==> config.mk <==
export PLATFORM = sky130hd
export DESIGN_NAME = id_ex_stage
export DESIGN_NICKNAME = d
export VERILOG_FILES = /design/src/rtl/cpu_pkg.sv /design/src/rtl/hazard_detect.sv /design/src/rtl/id_ex_stage.sv
export SDC_FILE = /design/constraint.sdc
export NUM_CORES = 1
export LEC_CHECK = 0
export CORE_MARGIN = 2
export CORE_UTILIZATION = 34
export DETAILED_ROUTE_END_ITERATION = 8
export PLACE_DENSITY = 0.76
export REMOVE_ABC_BUFFERS = 1
export SYNTH_ARGS = -nofsm -noshare
export SYNTH_HDL_FRONTEND = slang
export SYNTH_SLANG_ARGS = --single-unit
==> constraint.sdc <==
create_clock -name clk_i -period 6.34 [get_ports clk_i]
set_input_delay 1.268 -clock clk_i [delete_from_list [all_inputs] [get_ports clk_i]]
set_output_delay 1.268 -clock clk_i [all_outputs]
set_load 0.05 [all_outputs]
==> src/rtl/cpu_pkg.sv <==
// Shared RV32I core definitions: opcodes, ALUOp encodings and the packed
// control bundle carried down the pipeline.
package cpu_pkg;

  localparam logic [6:0] R_TYPE = 7'b0110011;
  localparam logic [6:0] I_TYPE = 7'b0010011;
  localparam logic [6:0] LW     = 7'b0000011;
  localparam logic [6:0] SW     = 7'b0100011;
  localparam logic [6:0] BEQ    = 7'b1100011;

  localparam logic [1:0] ALUOP_ADD   = 2'b00;
  localparam logic [1:0] ALUOP_SUB   = 2'b01;
  localparam logic [1:0] ALUOP_RTYPE = 2'b10;
  localparam logic [1:0] ALUOP_ITYPE = 2'b11;

  typedef struct packed {
    logic [1:0] alu_op;
    logic       alu_src;
    logic       reg_write;
    logic       mem_to_reg;
    logic       mem_read;
    logic       mem_write;
    logic       branch;
  } ctrl_t;

  // All-zero bundle: no register write, no memory access, no branch.
  localparam ctrl_t CTRL_NOP = '{alu_op: 2'b00, alu_src: 1'b0, reg_write: 1'b0,
                                 mem_to_reg: 1'b0, mem_read: 1'b0,
                                 mem_write: 1'b0, branch: 1'b0};

endpackage

==> src/rtl/hazard_detect.sv <==
// Load-use hazard detector: stalls when the load now in EX writes a register
// that the instruction in ID reads (x0 excluded).
module hazard_detect (
  input  logic       ex_mem_read_i,
  input  logic       ex_valid_i,
  input  logic [4:0] ex_rd_i,
  input  logic [4:0] id_rs1_i,
  input  logic [4:0] id_rs2_i,
  output logic       stall_o
);

  logic w_rd_nonzero;
  logic w_src_match;

  assign w_rd_nonzero = (ex_rd_i != 5'd0);
  // Both sources are compared even when the ID instruction ignores rs2.
  assign w_src_match  = (ex_rd_i == id_rs1_i) | (ex_rd_i == id_rs2_i);
  assign stall_o      = ex_mem_read_i & ex_valid_i & w_rd_nonzero & w_src_match;

endmodule

==> src/rtl/id_ex_stage.sv <==
// ID/EX pipeline register with bubble insertion on flush or load-use stall and
// a saturating bubble counter. Load-use detection is built only when
// ID_EX_HAZARD_DETECT_EN is defined.
module id_ex_stage
  import cpu_pkg::*;
#(
  parameter int DATA_W = 32,
  parameter int CNT_W  = 16
) (
  input  logic              clk_i,
  input  logic              rst_i,
  input  logic              flush_i,
  input  logic [1:0]        ALUOp_i,
  input  logic              ALUSrc_i,
  input  logic              RegWrite_i,
  input  logic              MemtoReg_i,
  input  logic              MemRead_i,
  input  logic              MemWrite_i,
  input  logic              Branch_i,
  input  logic [DATA_W-1:0] RS1data_i,
  input  logic [DATA_W-1:0] RS2data_i,
  input  logic [DATA_W-1:0] imm_i,
  input  logic [DATA_W-1:0] pc_i,
  input  logic [9:0]        funct_i,
  input  logic [4:0]        RS1addr_i,
  input  logic [4:0]        RS2addr_i,
  input  logic [4:0]        RDaddr_i,
  output logic [1:0]        ALUOp_o,
  output logic              ALUSrc_o,
  output logic              RegWrite_o,
  output logic              MemtoReg_o,
  output logic              MemRead_o,
  output logic              MemWrite_o,
  output logic              Branch_o,
  output logic [DATA_W-1:0] RS1data_o,
  output logic [DATA_W-1:0] RS2data_o,
  output logic [DATA_W-1:0] imm_o,
  output logic [DATA_W-1:0] pc_o,
  output logic [9:0]        funct_o,
  output logic [4:0]        RS1addr_o,
  output logic [4:0]        RS2addr_o,
  output logic [4:0]        RDaddr_o,
  output logic              valid_o,
  output logic              stall_o,
  output logic [CNT_W-1:0]  bubble_cnt_o
);

  ctrl_t             w_ctrl_in;
  ctrl_t             r_ctrl;
  logic [DATA_W-1:0] r_rs1data;
  logic [DATA_W-1:0] r_rs2data;
  logic [DATA_W-1:0] r_imm;
  logic [DATA_W-1:0] r_pc;
  logic [9:0]        r_funct;
  logic [4:0]        r_rs1addr;
  logic [4:0]        r_rs2addr;
  logic [4:0]        r_rdaddr;
  logic              r_valid;
  logic [CNT_W-1:0]  r_bubble_cnt;
  logic              w_stall;
  logic              w_bubble;

  assign w_ctrl_in = '{alu_op: ALUOp_i, alu_src: ALUSrc_i, reg_write: RegWrite_i,
                       mem_to_reg: MemtoReg_i, mem_read: MemRead_i,
                       mem_write: MemWrite_i, branch: Branch_i};

`ifdef ID_EX_HAZARD_DETECT_EN
  hazard_detect u_hazard_detect (
    .ex_mem_read_i (r_ctrl.mem_read),
    .ex_valid_i    (r_valid),
    .ex_rd_i       (r_rdaddr),
    .id_rs1_i      (RS1addr_i),
    .id_rs2_i      (RS2addr_i),
    .stall_o       (w_stall)
  );
`else
  assign w_stall = 1'b0;
`endif

  // A simultaneous flush and stall collapse into a single bubble.
  assign w_bubble = w_stall | flush_i;

  // Pipeline register: load the ID bundle, or a zeroed NOP on a bubble.
  always_ff @(posedge clk_i or posedge rst_i) begin
    if (rst_i) begin
      r_ctrl    <= CTRL_NOP;
      r_rs1data <= {DATA_W{1'b0}};
      r_rs2data <= {DATA_W{1'b0}};
      r_imm     <= {DATA_W{1'b0}};
      r_pc      <= {DATA_W{1'b0}};
      r_funct   <= 10'd0;
      r_rs1addr <= 5'd0;
      r_rs2addr <= 5'd0;
      r_rdaddr  <= 5'd0;
      r_valid   <= 1'b0;
    end else if (w_bubble) begin
      r_ctrl    <= CTRL_NOP;
      r_rs1data <= {DATA_W{1'b0}};
      r_rs2data <= {DATA_W{1'b0}};
      r_imm     <= {DATA_W{1'b0}};
      r_pc      <= {DATA_W{1'b0}};
      r_funct   <= 10'd0;
      r_rs1addr <= 5'd0;
      r_rs2addr <= 5'd0;
      r_rdaddr  <= 5'd0;
      r_valid   <= 1'b0;
    end else begin
      r_ctrl    <= w_ctrl_in;
      r_rs1data <= RS1data_i;
      r_rs2data <= RS2data_i;
      r_imm     <= imm_i;
      r_pc      <= pc_i;
      r_funct   <= funct_i;
      r_rs1addr <= RS1addr_i;
      r_rs2addr <= RS2addr_i;
      r_rdaddr  <= RDaddr_i;
      r_valid   <= 1'b1;
    end
  end

  // Bubble counter, saturating at all-ones.
  always_ff @(posedge clk_i or posedge rst_i) begin
    if (rst_i) begin
      r_bubble_cnt <= {CNT_W{1'b0}};
    end else if (w_bubble && (r_bubble_cnt != {CNT_W{1'b1}})) begin
      r_bubble_cnt <= r_bubble_cnt + {{(CNT_W-1){1'b0}}, 1'b1};
    end else begin
      r_bubble_cnt <= r_bubble_cnt;
    end
  end

  assign ALUOp_o      = r_ctrl.alu_op;
  assign ALUSrc_o     = r_ctrl.alu_src;
  assign RegWrite_o   = r_ctrl.reg_write;
  assign MemtoReg_o   = r_ctrl.mem_to_reg;
  assign MemRead_o    = r_ctrl.mem_read;
  assign MemWrite_o   = r_ctrl.mem_write;
  assign Branch_o     = r_ctrl.branch;
  assign RS1data_o    = r_rs1data;
  assign RS2data_o    = r_rs2data;
  assign imm_o        = r_imm;
  assign pc_o         = r_pc;
  assign funct_o      = r_funct;
  assign RS1addr_o    = r_rs1addr;
  assign RS2addr_o    = r_rs2addr;
  assign RDaddr_o     = r_rdaddr;
  assign valid_o      = r_valid;
  assign stall_o      = w_stall;
  assign bubble_cnt_o = r_bubble_cnt;

endmodule

==> flow_metrics.tcl <==
set metrics [dict create \
    status "complete, no violations" \
    max_freq_mhz 331.4 \
    critPathBufInv 1 \
    skew_ns 0.005295 \
    fp.dieW_um 136.2 \
    whs_path_depth 1 \
    finalSetupViolCount 0 \
    cts_setup_buffers 0 \
    path_max_fanout 7 \
    rsz0062_at_grt "no" \
    rrSetupSlack_ns 4.55 \
    dr.first_iter.drc_count 159 \
    ctsHtreeMaxLevel 4 \
    ioPinCount 343 \
    antenna_found_initial 0 \
    wl_per_cell_um 15.73 \
    hold_start "bubble_cnt_o[0]$_DFFE_PP0P_" \
    endpoint_kind "output port" \
    power_density_nw_per_um2 292.5 \
    fin_crit_sh_pct 47.59 \
    hold_class "reg -> reg" \
    drive_above_1_share_pct 5.419 \
    die_area_sq_um 18560 \
    syn_inst 420 \
    drt-total-wl_um 15730 \
    grt_use_total_pct 17.12 \
    mostFrequentLayoutCells "340 x clkdlybuf4s50_1, 178 x dfrtp_1, 161 x nor2b_1" \
    arrival_ns 1.75 \
    synth_xor_area_share_pct 1.326 \
    gp_congestion 0.8078 \
    power_w 0.002974 \
    cts_tree "done" \
    relSlewSlack_pct 38.08 \
    synth_area_sq_um 5946 \
    clockRootBuffer "clkbuf_16" \
    layout_commonest_cell "clkdlybuf4s50_1" \
    final_max_slew_viol_count 0 \
    rows 48 \
    worstSkewPairLatency_ns 0.42 \
    overflow 0 \
    core_area_sq_um 17180 \
    clock_sinks 178 \
    maxCapViolCount 0 \
    placed_cells 970 \
    synth-adder-area-share_pct 0.2104 \
    worstPathCellList "clkdlybuf4s50_1" \
    cp_slowest_cell "clkdlybuf4s50_1" \
    post-route-cell-area_sq_um 10170 \
    critPathKind "reg -> out" \
    muxShareOfSynthArea_pct 0.1894 \
    layoutNonFillerInstCount 1000 \
    synth_top_family_by_area "simple AND/OR/NAND/NOR gates" \
    final-hold-violation-count 0 \
    cp_data_required_time_ns 5.07 \
    vdd_drop_max_v 0.0001765 \
    yosysWarnings 0 \
    drc 0 \
    fin_nets 929 \
    p_leak_nw 4.409 \
    clock_path_buffers 2 \
    place_area_sq_um 9590 \
    drtPass1Iterations 4 \
    dieHeight_um 136.2 \
    n_antenna_cell 0 \
    hold_path_end "bubble_cnt_o[0]$_DFFE_PP0P_" \
    synth.avg_cell_area_sq_um 14.16 \
    area_growth_pct 71.02 \
    ff2ff_path_depth 5 \
    worst_pin_slew_ns 0.9288 \
    synth-simple-area-share_pct 20.50 \
    cpLargestDelayFamily "buffers and inverters" \
    hold_buffers 0 \
    grt_pass1_wl_um 24070 \
    vias 4290 \
    portBuffers 341 \
    timing.setup.tns_ns 0 \
    worstSetupStartpointType "register" \
    ant_nets 0 \
    start_util_pct 34.62 \
    worstReg2RegEnd "bubble_cnt_o[1]$_DFFE_PP0P_" \
    post_cts_resized 0 \
    clk_pin_slew_ns 0.06 \
    grt_start_max_net_pins 103 \
    worst_hold_slack_ns 0.5410 \
    dp_hpwl_um 11890 \
    cpPeakStageDelay_ns 0.85 \
    synth_compound_area_share_pct 1.284 \
    numCtsBuffers 17 \
    reg2reg_from "bubble_cnt_o[0]$_DFFE_PP0P_" \
    min_period_ns 3.017 \
    ys_types 29 \
    vias_per_cell 4.290 \
    ys_ff_latch 178 \
    yosysSeqAreaShare_pct 74.92 \
    grt_pass1_vias 4499 \
]
[where the power goes]
group          internal (W)  switching, W
Combinational      0.000267      0.000408
Clock              0.000607      0.000425
Sequential          0.00121     0.0000550
Total               0.00209      0.000888
[worst max-delay path by stage]
stage / start / to / slack [ns] / depth (start not counted)
final: bubble_cnt_o[3]$_DFFE_PP0P_ / bubble_cnt_o[3] / 3.32 / 1
after global routing: bubble_cnt_o[7]$_DFFE_PP0P_ / bubble_cnt_o[7] / 3.26 / 1
after detailed placement: rst_i / RS2data_o[1]$_DFF_PP0_ / 3.08 / 3
after floorplan: rst_i / ALUOp_o[0]$_DFF_PP0_ / 0.24 / 1
after CTS: bubble_cnt_o[3]$_DFFE_PP0P_ / bubble_cnt_o[3] / 3.31 / 1
after global placement: rst_i / valid_o$_DFF_PP0_ / 3.16 / 3
[per-stage QoR]
step | util, % | setup WS (ns)
global placement | 55.83 | 3.161
floorplan | - | 0.2417
detailed placement | 55.83 | 3.085
finish | 59.20 | 3.323
CTS | 59.20 | 3.315
global route | 59.20 | 3.263
[cells by family after synthesis]
group                    count (synthesis)
flip-flops                             178
other                                    1
AND/OR/NAND/NOR                        197
buffers and inverters                   23
XOR/XNOR                                 9
adder cells (fa/ha/maj)                  1
multiplexers                             1
AO/OA/AOI/OAI                           10
[state kept, by name (all words and copies together) (netlist names), 2 cells and up]
register,cells
RS1data_o,32
RS2data_o,32
imm_o,32
pc_o,32
bubble_cnt_o,16
funct_o,10
RDaddr_o,5
RS1addr_o,5
RS2addr_o,5
ALUOp_o,2
[final cells by class]
cell class              count  area (sq um)
flip-flops and latches    178          4454
inverters                   4         20.02
clock buffers              21         470.5
clock inverters             9         107.6
well taps                 225         281.5
repair buffers            344          3433
fillers                  1377          7008
multi-input cells         219          1401
[Yosys cell counts, drive strengths merged]
cell type	number	area, sq um
nor3	4	20.02
nand2b	1	6.260
o21a	3	22.52
ha	1	12.51
nand2	6	25.03
buf	1	7.510
a21oi	3	15.01
dfrtp	178	4454
xor2	5	43.79
a31oi	1	6.260
nand3	6	30.03
xnor2	4	35.03
nor2b	161	1007
mux2	1	11.26
nand4	6	56.31
nor4	1	6.260
or4	1	11.26
o41ai	1	16.27
or2	2	12.51
o2111ai	1	8.760
inv	4	15.01
clkbuf	18	67.56
a21boi	1	7.510
conb	1	3.750
and3	2	12.51
nor2	6	22.52
and4	1	8.760
[per-layer routing]
metal,track usage (%),wire [um],vias up
li1,-,-,1994
met1,20.46,6055,2056
met2,27.86,7972,201
met3,5.966,1249,39
met4,7.813,452,0
met5,0,0,-
Power figures use the tool's default switching activity.
